===== src/rtl/reg_response_serializer.sv =====
// reg_response_serializer
// Turns one-cycle register read responses into a framed word stream:
// address, REG_WIDTH data words, XOR checksum. Responses that arrive
// while a frame cannot take them are discarded and counted.
module reg_response_serializer #(
  parameter int WORD_WIDTH    = 8,
  parameter int REG_WIDTH     = 4,
  parameter int LITTLE_ENDIAN = 0
) (
  input  logic                            clk,
  input  logic                            i_reset,
  input  logic                            i_r_valid,
  input  logic [WORD_WIDTH-1:0]           i_r_addr,
  input  logic [WORD_WIDTH*REG_WIDTH-1:0] i_r_value,
  output logic [WORD_WIDTH-1:0]           o_tx_data,
  output logic                            o_tx_valid,
  input  logic                            i_tx_ready,
  output logic                            o_busy,
  output logic                            o_drop,
  output logic [7:0]                      o_drop_count
);

  localparam int VAL_W = WORD_WIDTH * REG_WIDTH;
  localparam int IDX_W = (REG_WIDTH > 1) ? $clog2(REG_WIDTH) : 1;
  localparam logic [IDX_W-1:0] LAST_IDX = IDX_W'(REG_WIDTH - 1);

  typedef enum logic [1:0] {
    ST_IDLE = 2'd0,
    ST_ADDR = 2'd1,
    ST_DATA = 2'd2,
    ST_CSUM = 2'd3
  } state_t;

  // XOR of the address and every data word of the response.
  function automatic logic [WORD_WIDTH-1:0] calc_csum(
    input logic [WORD_WIDTH-1:0] addr,
    input logic [VAL_W-1:0]      value
  );
    logic [WORD_WIDTH-1:0] acc;
    acc = addr;
    for (int k = 0; k < REG_WIDTH; k++) begin
      acc = acc ^ value[k*WORD_WIDTH +: WORD_WIDTH];
    end
    return acc;
  endfunction

  // Next data word to send: the captured value is consumed from the end
  // selected by LITTLE_ENDIAN, so no variable word index is needed.
  function automatic logic [WORD_WIDTH-1:0] head_word(input logic [VAL_W-1:0] value);
    if (LITTLE_ENDIAN != 0) begin
      return value[WORD_WIDTH-1:0];
    end else begin
      return value[VAL_W-1 -: WORD_WIDTH];
    end
  endfunction

  // Drop the word just sent from the captured value.
  function automatic logic [VAL_W-1:0] shift_out(input logic [VAL_W-1:0] value);
    if (LITTLE_ENDIAN != 0) begin
      return value >> WORD_WIDTH;
    end else begin
      return value << WORD_WIDTH;
    end
  endfunction

  state_t                 state_q, state_d;
  logic [VAL_W-1:0]       data_q, data_d;
  logic [WORD_WIDTH-1:0]  csum_q, csum_d;
  logic [IDX_W-1:0]       idx_q, idx_d;
  logic [WORD_WIDTH-1:0]  tx_data_q, tx_data_d;
  logic                   tx_valid_q, tx_valid_d;
  logic                   drop_q, drop_d;
  logic [7:0]             drop_count_q, drop_count_d;
  logic                   hs_s;
  logic                   accept_s;

  // Next-state, next-word and drop bookkeeping for the frame sequencer.
  always_comb begin
    state_d      = state_q;
    data_d       = data_q;
    csum_d       = csum_q;
    idx_d        = idx_q;
    tx_data_d    = tx_data_q;
    tx_valid_d   = tx_valid_q;
    hs_s         = tx_valid_q && i_tx_ready;
    accept_s     = i_r_valid && ((state_q == ST_IDLE) || ((state_q == ST_CSUM) && hs_s));
    drop_d       = i_r_valid && !accept_s;
    drop_count_d = drop_count_q;

    if (drop_d && (drop_count_q != 8'hFF)) begin
      drop_count_d = drop_count_q + 8'd1;
    end else begin
      drop_count_d = drop_count_q;
    end

    if (accept_s) begin
      // New response: the address goes out next cycle, also straight from CSUM.
      state_d    = ST_ADDR;
      data_d     = i_r_value;
      csum_d     = calc_csum(i_r_addr, i_r_value);
      idx_d      = '0;
      tx_data_d  = i_r_addr;
      tx_valid_d = 1'b1;
    end else begin
      case (state_q)
        ST_IDLE: begin
          tx_valid_d = 1'b0;
          tx_data_d  = '0;
        end
        ST_ADDR: begin
          if (hs_s) begin
            state_d   = ST_DATA;
            idx_d     = '0;
            tx_data_d = head_word(data_q);
            data_d    = shift_out(data_q);
          end else begin
            state_d = ST_ADDR;
          end
        end
        ST_DATA: begin
          if (hs_s) begin
            if (idx_q == LAST_IDX) begin
              state_d   = ST_CSUM;
              idx_d     = '0;
              tx_data_d = csum_q;
            end else begin
              idx_d     = idx_q + {{(IDX_W-1){1'b0}}, 1'b1};
              tx_data_d = head_word(data_q);
              data_d    = shift_out(data_q);
            end
          end else begin
            state_d = ST_DATA;
          end
        end
        ST_CSUM: begin
          if (hs_s) begin
            state_d    = ST_IDLE;
            tx_valid_d = 1'b0;
            tx_data_d  = '0;
          end else begin
            state_d = ST_CSUM;
          end
        end
        default: begin
          state_d    = ST_IDLE;
          tx_valid_d = 1'b0;
          tx_data_d  = '0;
          idx_d      = '0;
        end
      endcase
    end
  end

  // State and output registers; reset abandons any frame in progress.
  always_ff @(posedge clk) begin
    if (i_reset) begin
      state_q      <= ST_IDLE;
      data_q       <= '0;
      csum_q       <= '0;
      idx_q        <= '0;
      tx_data_q    <= '0;
      tx_valid_q   <= 1'b0;
      drop_q       <= 1'b0;
      drop_count_q <= 8'd0;
    end else begin
      state_q      <= state_d;
      data_q       <= data_d;
      csum_q       <= csum_d;
      idx_q        <= idx_d;
      tx_data_q    <= tx_data_d;
      tx_valid_q   <= tx_valid_d;
      drop_q       <= drop_d;
      drop_count_q <= drop_count_d;
    end
  end

  assign o_tx_data    = tx_data_q;
  assign o_tx_valid   = tx_valid_q;
  assign o_busy       = (state_q != ST_IDLE);
  assign o_drop       = drop_q;
  assign o_drop_count = drop_count_q;

endmodule


===== config.mk =====
export PLATFORM = sky130hd
export DESIGN_NAME = reg_response_serializer
export DESIGN_NICKNAME = d
export VERILOG_FILES = /design/src/rtl/reg_response_serializer.sv
export SDC_FILE = /design/constraint.sdc
export NUM_CORES = 1
export LEC_CHECK = 0
export CAP_MARGIN = 20
export CORE_MARGIN = 1
export CORE_UTILIZATION = 58
export CTS_BUF_LIST = sky130_fd_sc_hd__clkbuf_4
export DETAILED_ROUTE_END_ITERATION = 10
export GPL_TIMING_DRIVEN = 0
export MAX_ROUTING_LAYER = met4
export PLACE_DENSITY = 0.88
export SETUP_SLACK_MARGIN = 0.4
export SLEW_MARGIN = 5
export SYNTH_ARGS = -nofsm -noshare
export SYNTH_HDL_FRONTEND = slang
export SYNTH_SLANG_ARGS = --single-unit

===== constraint.sdc =====
create_clock -name clk -period 3.7 [get_ports clk]
set_input_delay 0.74 -clock clk [delete_from_list [all_inputs] [get_ports clk]]
set_output_delay 0.74 -clock clk [all_outputs]
set_load 0.02 [all_outputs]

==> results of run 1 <==
Yosys cell counts (all sizes together) (2+ instances only):
library cell  count  share of area
nand2            88           0.10
buf              15          0.027
a21oi            33          0.051
nand3            12          0.019
clkbuf           12          0.014
nor3              3         0.0062
mux2i             2         0.0062
a22oi             6          0.014
ha                6          0.023
a311oi           26          0.094
dfxtp            62           0.38
xnor2             8          0.022
and2              2         0.0039
o21ai            17          0.026
a21o              8          0.019
and3              2         0.0039
xor2              9          0.024
inv               5         0.0058
o211ai            2         0.0062
nor2             34          0.040
nor2b             2         0.0039
or3               4         0.0077
xnor3             8          0.056
per-layer routing:
layer / GRT usage / vias to the layer above
li1: - / 1490
met1: 0.393 / 1457
met2: 0.514 / 133
met3: 0.0611 / 36
met4: 0.123 / 0
met5: - / -
area by class of cell:
class                   count  share of cell area
multi-input cells         287               0.450
flip-flops and latches     62               0.304
repair buffers             61               0.149
plain buffers              27              0.0328
well taps                  70              0.0214
clock buffers              11              0.0202
clock inverters             5              0.0181
inverters                   5             0.00459
path summary, 6_finish.rpt:
kind | startpoint | endpoint | slack, ns | cells after the start
worst max-delay path | state_q[0] | o_busy | 1.07 | 4
worst min-delay path | csum_q[6] | csum_q[6] | 0.46 | 2
worst min register to register | csum_q[6] | csum_q[6] | 0.46 | 2
worst max register to register | state_q[0] | data_q[2] | 1.55 | 6
logic make-up (layout without fill, tap and decap cells):
family          count (synthesis)  count (layout)  synth area share
flops                          62              62             0.384
mux                             2               2           0.00619
buf+inv                        32             109            0.0472
simple gates                  153             153             0.200
fa+ha+maj                       6               6            0.0232
xor+xnor                       25              25             0.102
compound gates                101             101             0.238
through the flow:
step | hold slack [ns] | std cells | total power, mW | cell area (um^2)
after CTS | 0.459 | 528 | 2.51 | 4090
after detailed placement | 0.445 | 512 | 1.98 | 3930
after global placement | 0.438 | 512 | 1.94 | 3930
final | 0.459 | 528 | 2.52 | 4090
after floorplan | 0.432 | 381 | 1.64 | 3230
after global routing | 0.479 | 528 | 2.66 | 4090
flip-flops by register name, summed over array words and instances, names as in the netlist:
signal / count
o_tx_valid: 1
o_tx_data: 8
data_q: 32
o_drop: 1
state_q: 2
csum_q: 8
o_drop_count: 8
idx_q: 2
power by group through the flow:
stage / Sequential [mW] / Clock [mW] / Combinational [mW]
after floorplan: 0.950 / 0 / 0.686
after global placement: 0.928 / 0 / 1.01
after detailed placement: 0.936 / 0 / 1.04
after CTS: 0.921 / 0.535 / 1.05
after global routing: 0.943 / 0.570 / 1.15
final: 0.925 / 0.531 / 1.06
critical path: cells and delay by family (launching register included):
kind	cells	cell delay, ns
adders and majority gates	1	0.28
buffers and inverters	3	0.79
DFF	1	0.40
==> flow_metrics.tcl, run 1 <==
set metrics [dict create \
    status "completed" \
    highest_layer "met4" \
    startpoint_type "flip-flop" \
    seqCellArea_um2 1240 \
    antenna_found_initial 0 \
    fmax_mhz 380 \
    worst-setup-path-type "reg2out" \
    start_util 0.617 \
    m1WireLength_mm 3.73 \
    async_flop_share 0 \
    p_leak_nw 1.50 \
    clkPwrFrac 0.211 \
    cp_slowest_stage_delay_ns 0.60 \
    grt_max_degree 11 \
    htree_num_levels 3 \
    worstHoldPathType "reg2reg" \
    synth_nets 431 \
    dieArea_um2 5870 \
    fin_tns_setup_ns 0 \
    diodes 0 \
    rows 26 \
    cts_setup_buffers 0 \
    yosysWarningCount 0 \
    dp_slack_ns 0.991 \
    ios 63 \
    clkSinkCount 62 \
    worst_pin_slew_ns 0.669 \
    crit_chain "inv_1, ha_1, inv_1, clkdlybuf4s50_1" \
    io_buffers 61 \
    hold_buffers 0 \
    cts_made_buffers 9 \
    wl_per_cell_um 16.7 \
    drtAntennaViolNets 0 \
    ys_seq_area_frac 0.384 \
    min_period_over_period 0.711 \
    avgSynthCellArea_um2 8.48 \
    drv_slew 0 \
    synth_edf_count 0 \
    grt_usage 0.318 \
    viasPerCell 5.90 \
    nets 503 \
    yosysUniqueCellTypes 45 \
    cts_tree "done" \
    synth_cells 381 \
    die_w_um 76.6 \
    firstDrtPassIters 5 \
    core-area_um2 5240 \
    dr_wl_met3_um 547 \
    clkTransAtPathRegs_ns 0.11 \
    drc 0 \
    cp.arrival_ns 1.89 \
    fin_crit_ns 2.63 \
    drv_cap 0 \
    switchingPower_mw 0.974 \
    mostFrequentLayoutCell "nand2_1" \
    routed_wl_mm 8.81 \
    multi_input_area_um2 1840 \
    setup_viol 0 \
    grt-ovfl-total 0 \
    ys.flop_type "dfxtp_1" \
    finalWorstSetupSlack_ns 1.07 \
    ir_worst_vdd_mv 0.342 \
    clock_skew_ns 0.0140 \
    cts_buffer_depth 2 \
    clock-root-buffer "clkbuf_4" \
    area_growth_pct 26.4 \
    critPathRequiredTime_ns 2.96 \
    critPathMaxFanout 4 \
    first_global_vias 2885 \
    wl_met2_mm 4.26 \
    yosys_register_bits 62 \
    intPower_mw 1.54 \
    sw_frac_of_total 0.387 \
    slowest_stage "clkdlybuf4s50_1" \
    hpwl_mm 6.50 \
    grt_pass1_wl_mm 14.1 \
    relSlewSlack 0.554 \
    die_y_um 76.6 \
    crit_path_frequent_cell "inv_1" \
    final_util 0.780 \
    drt_iter0_drc 216 \
    synth_area_um2 3230 \
    hold_viol 0 \
    layout-drive-gt1-share 0.105 \
    combPwrFrac 0.421 \
    final_cell_mix "nand2_1 (88), dfxtp_1 (62), clkdlybuf4s50_1 (61), nor2_1 (33), a21oi_1 (33)" \
    cellPowerDensity_nw_per_um2 616 \
    num-fill-cells 387 \
    end_kind "output pin" \
    power_frac_seq 0.368 \
    ctsResizeCount 0 \
    place_congestion 0.854 \
    insertion_delay_ns 0.41 \
    rsz0062_at_grt "no" \
    num_vias 3116 \
]
No activity file was read; power rests on OpenSTA's default activity.
==> run 2, diff against run 1 <==
--- a/config.mk
+++ b/config.mk
@@ -7,12 +7,12 @@
 export LEC_CHECK = 0
 export CAP_MARGIN = 20
 export CORE_MARGIN = 1
-export CORE_UTILIZATION = 58
+export CORE_UTILIZATION = 54
 export CTS_BUF_LIST = sky130_fd_sc_hd__clkbuf_4
 export DETAILED_ROUTE_END_ITERATION = 10
 export GPL_TIMING_DRIVEN = 0
 export MAX_ROUTING_LAYER = met4
-export PLACE_DENSITY = 0.88
+export PLACE_DENSITY = 0.83
 export SETUP_SLACK_MARGIN = 0.4
 export SLEW_MARGIN = 5
 export SYNTH_ARGS = -nofsm -noshare
==> constraint.sdc (replaced) <==
create_clock -name clk -period 2.5 [get_ports clk]
set_input_delay 0.5 -clock clk [delete_from_list [all_inputs] [get_ports clk]]
set_output_delay 0.5 -clock clk [all_outputs]
set_load 0.02 [all_outputs]
==> run 2 against run 1 <==
Against the previous run: clock-buffer cell count increased by 1; register-to-register slack worse by 1.0 ns; sequential share of layout area increased by 0.11 points; final area decreased by 0.24%; flip-flop and latch count unchanged; sequential power rose by 48%; die area rose by 7.2%; worst hold slack got worse by 0.00099 ns; core utilization is 5.8 points lower; clock power grew 9.8%; highest routed layer unchanged.
==> flow_metrics.tcl, run 2 (same netlist as run 1, synthesis figures left out) <==
set metrics [dict create \
    status "completed" \
    worst-setup-path-type "reg2out" \
    setup_viol 0 \
    clock_skew_ns 0.00507 \
    clkTransAtPathRegs_ns 0.10 \
    die_y_um 79.4 \
    fin_crit_ns 2.00 \
    dp_slack_ns 0.0377 \
    hold_buffers 0 \
    grt-ovfl-total 0 \
    slowest_stage "clkdlybuf4s50_1" \
    p_total_mw 3.57 \
    grt_usage 0.301 \
    critPathMaxFanout 7 \
    relSlewSlack 0.510 \
    worstHoldPathType "reg2reg" \
    core-area_um2 5640 \
    hpwl_mm 6.26 \
    drc 0 \
    cts_made_buffers 9 \
    largest-register "data_q" \
    highest_layer "met4" \
    holdWs_ns 0.458 \
    drv_slew 0 \
    place_congestion 0.832 \
    critPathRequiredTime_ns 2.00 \
    ir_worst_vdd_mv 0.578 \
    start_util 0.573 \
    fin_tns_setup_ns 0 \
    drv_cap 0 \
    end_kind "output pin" \
    die_w_um 79.4 \
    layout-drive-gt1-share 0.118 \
    wl_per_cell_um 16.7 \
    drt_iter0_drc 201 \
    routed_wl_mm 8.84 \
    htree_num_levels 3 \
    clkSinkCount 62 \
    num-fill-cells 444 \
    num_vias 3108 \
    cts_buffer_depth 2 \
    cp_num_buf_inv 1 \
    finalWorstSetupSlack_ns 0.501 \
    m1WireLength_mm 3.73 \
    fin_area_um2 4080 \
    crit_family "buffers and inverters" \
    fmax_mhz 500 \
    hold_viol 0 \
    rows 27 \
    dp.cells 514 \
    cp_slowest_stage_delay_ns 0.65 \
    clock-root-buffer "clkbuf_4" \
    p_leak_nw 1.52 \
    viasPerCell 5.86 \
    crit_chain "clkdlybuf4s50_1" \
    diodes 0 \
    mostFrequentLayoutCell "nand2_1" \
    drtAntennaViolNets 0 \
    final_util 0.723 \
    cp.arrival_ns 1.50 \
    insertion_delay_ns 0.41 \
    grt_pass1_wl_mm 13.9 \
    dpl-instance-area_um2 3930 \
    firstDrtPassIters 7 \
    largest_reg_flops 32 \
    min_period_over_period 0.800 \
    fin_cells 530 \
    cts_tree "done" \
    worst_pin_slew_ns 0.735 \
    first_global_vias 2938 \
    io_buffers 61 \
    wl_met2_mm 4.27 \
    nets 504 \
    dr_wl_met3_um 703 \
    grt_max_degree 11 \
    cellPowerDensity_nw_per_um2 876 \
    final_cell_mix "nand2_1 (88), dfxtp_1 (61), clkdlybuf4s50_1 (59), nor2_1 (33), a21oi_1 (33)" \
    dieArea_um2 6300 \
    startpoint_type "flip-flop" \
    area_growth_pct 26.1 \
    rsz0062_at_grt "yes" \
    ios 63 \
    antenna_found_initial 0 \
]
-- run 2: changes by cell type in the layout (fill, tap and decap cells not counted), sizes merged --
cell | before | now
clkbuf | 23 | 30
dlymetal6s2s | 0 | 1
buf | 15 | 11
clkdlybuf4s50 | 61 | 59
bufinv | 2 | 0
-- run 2: final timing paths --
check                                     start              end  slack (ns)  cells after the start
worst min-delay path                  csum_q[2]        csum_q[2]        0.46                      2
worst max-delay path            o_drop_count[2]  o_drop_count[2]        0.50                      1
worst min register to register        csum_q[2]        csum_q[2]        0.46                      2
worst max register to register       state_q[0]       data_q[25]        0.51                      9
-- run 2: worst reg2reg max path, cell delays in order (launching register included) --
cell and delay, ns:
dfxtp_2 0.35, inv_1 0.08, ha_1 0.14, buf_2 0.18
nor2b_2 0.21, clkbuf_4 0.22, o21a_4 0.19, clkbuf_4 0.21
nand2_1 0.09, a311oi_2 0.24
-- run 2: repair_timing --
action / in CTS / in global routing
setup endpoints to repair: 14 / 44
pin swaps: 0 / 0
buffers inserted: 0 / 1
gates resized for setup: 5 / 14
-- run 2: area by class of cell --
class,count,area [um^2],share of cell area
sequential,62,1240,0.305
multi-input combinational,287,1850,0.454
clock inverter,3,12.5,0.00307
tap,72,90.1,0.0221
buffer,27,156,0.0384
inverter,5,18.8,0.00460
timing repair buffer,62,616,0.151
clock buffer,12,90.1,0.0221
-- run 2: power breakdown --
group / switching, mW / internal, mW / total [mW]
Combinational: 0.960 / 0.661 / 1.62
Sequential: 0.142 / 1.22 / 1.37
Clock: 0.358 / 0.225 / 0.583
Total: 1.46 / 2.11 / 3.57
-- run 2: per-layer routing --
layer	track usage	up-vias
met3	0.0586	17
li1	-	1493
met5	-	-
met4	0.125	0
met1	0.375	1446
met2	0.478	152
==> run 3, diff against run 2 <==
==> constraint.sdc (replaced) <==
create_clock -name clk -period 2.1 [get_ports clk]
set_input_delay 0.42 -clock clk [delete_from_list [all_inputs] [get_ports clk]]
set_output_delay 0.42 -clock clk [all_outputs]
set_load 0.02 [all_outputs]
==> run 3 against run 2 <==
Against the previous run: register-to-register slack got worse by 0.36 ns; power increased by 64%; worst hold slack got worse by 0.0013 ns; critical path depth increased by 8; clock power up 67%; worst setup slack got worse by 0.35 ns; sequential share of layout area fell by 5.0 points; non-clock buffer count increased by 35; clock-buffer cell count down 1; global-route usage is 6.9 points higher; critical path type is now reg2reg.
==> flow_metrics.tcl, run 3 (same netlist as run 1, synthesis figures left out) <==
set metrics [dict create \
    grt_pass1_wl_mm 17.0 \
    firstDrtPassIters 5 \
    fin_crit_ns 1.95 \
    end_kind "flip-flop" \
    worstHoldPathType "in2reg" \
    final_util 0.869 \
    routed_wl_mm 12.8 \
    place_congestion 0.814 \
    viasPerCell 6.69 \
    clock_skew_ns 0.00907 \
    die_y_um 79.4 \
    grt_usage 0.370 \
    area_growth_pct 51.7 \
    clkTransAtPathRegs_ns 0.11 \
    dp_slack_ns -0.321 \
    ir_worst_vdd_mv 0.992 \
    crit_chain "inv_2, ha_2, buf_6, nor2b_4, buf_6, o21a_4, buf_8, nand2_1, a311oi_2" \
    cts_made_buffers 9 \
    cts_buffer_depth 2 \
    hpwl_mm 6.10 \
    rows 27 \
    status "completed" \
    drtAntennaViolNets 0 \
    critPathRequiredTime_ns 2.42 \
    grt-ovfl-total 0 \
    htree_num_levels 3 \
    setup_viol 0 \
    die_w_um 79.4 \
    antenna_found_initial 0 \
    cellPowerDensity_nw_per_um2 1200 \
    fin_area_um2 4900 \
    fmax_mhz 513 \
    layout-drive-gt1-share 0.281 \
    num_vias 3788 \
    p_leak_nw 1.92 \
    largest_reg_flops 32 \
    clkSinkCount 62 \
    min_from "i_reset" \
    ios 63 \
    worst-setup-path-type "reg2reg" \
    nets 539 \
    reg2reg_from "state_q[0]" \
    core-area_um2 5640 \
    hold_viol 0 \
    drv_slew 0 \
    hold_buffers 0 \
    wl_per_cell_um 22.6 \
    cts_tree "done" \
    relSlewSlack 0.471 \
    min_period_over_period 0.928 \
    cp_slowest_stage_delay_ns 0.35 \
    finalWorstSetupSlack_ns 0.151 \
    start_util 0.573 \
    diodes 0 \
    mostFrequentLayoutCell "nand2_1" \
    crit_start "state_q[0]" \
    slowest_stage "dfxtp_2" \
    fin_tns_setup_ns 0 \
    p_total_mw 5.87 \
    io_buffers 61 \
    grt_max_degree 11 \
    final_cell_mix "nand2_1 (86), dfxtp_1 (59), clkdlybuf4s50_1 (41), nor2_1 (25), a21oi_1 (24)" \
    drc 0 \
    startpoint_type "flip-flop" \
    rsz0062_at_grt "yes" \
    drt_iter0_drc 372 \
    insertion_delay_ns 0.42 \
    dpl-instance-area_um2 3940 \
    crit_path_frequent_cell "buf_6" \
    worst_pin_slew_ns 0.793 \
    largest-register "data_q" \
    critPathMaxFanout 10 \
    dieArea_um2 6300 \
    drv_cap 0 \
    first_global_vias 3343 \
    clock-root-buffer "clkbuf_4" \
    cp.arrival_ns 2.26 \
]
[run 3: per-layer routing]
metal / part of all wire / routed length (um) / GRT usage / vias to the layer above
li1: - / - / - / 1569
met1: 0.37 / 4720 / 0.432 / 1777
met2: 0.47 / 5980 / 0.596 / 341
met3: 0.10 / 1330 / 0.0851 / 101
met4: 0.061 / 779 / 0.191 / 0
met5: 0 / 0 / - / -
[run 3: path summary, 6_finish.rpt]
| kind | to | slack [ns] | cells past startpoint |
|---|---|---|---|
| worst min register to register | csum_q[7] | 0.46 | 2 |
| worst max register to register | data_q[23] | 0.15 | 9 |
| worst min-delay path | data_q[27] | 0.46 | 2 |
| worst max-delay path | data_q[23] | 0.15 | 9 |
[run 3: layout make-up]
class / instances / area, um^2
well taps: 72 / 90.1
plain buffers: 27 / 277
repair buffers: 97 / 1000
fillers: 275 / 738
flip-flops and latches: 62 / 1250
clock inverters: 5 / 73.8
clock buffers: 11 / 82.6
inverters: 5 / 18.8
multi-input cells: 287 / 2110
[run 3: worst max-delay path, delay by kind of cell, from the launching register on]
family                   cells  cell delay, ns
adder cells (fa/ha/maj)      1            0.18
flip-flops                   1            0.35
buffers and inverters        4            0.50
AO/OA/AOI/OAI                2            0.48
AND/OR/NAND/NOR              2            0.32
[run 3: metrics by stage]
stage	cells	hold WS, ns
floorplan	381	0.432
global placement	514	0.438
detailed placement	514	0.444
CTS	557	0.430
global route	566	0.447
finish	566	0.457
[run 3: timing repair]
action | CTS | global route
resized for setup | 97 | 51
buffers inserted | 24 | 7
endpoints found under the setup margin | 76 | 59
gates cloned | 3 | 2
pin swaps | 25 | 26
[run 3: report_power, final]
part / internal, mW / total (mW) / leakage [nW] / switching [mW]
registers: 1.47 / 1.67 / 0.510 / 0.206
clock network: 0.503 / 0.974 / 0.0883 / 0.471
logic: 1.53 / 3.22 / 1.32 / 1.69
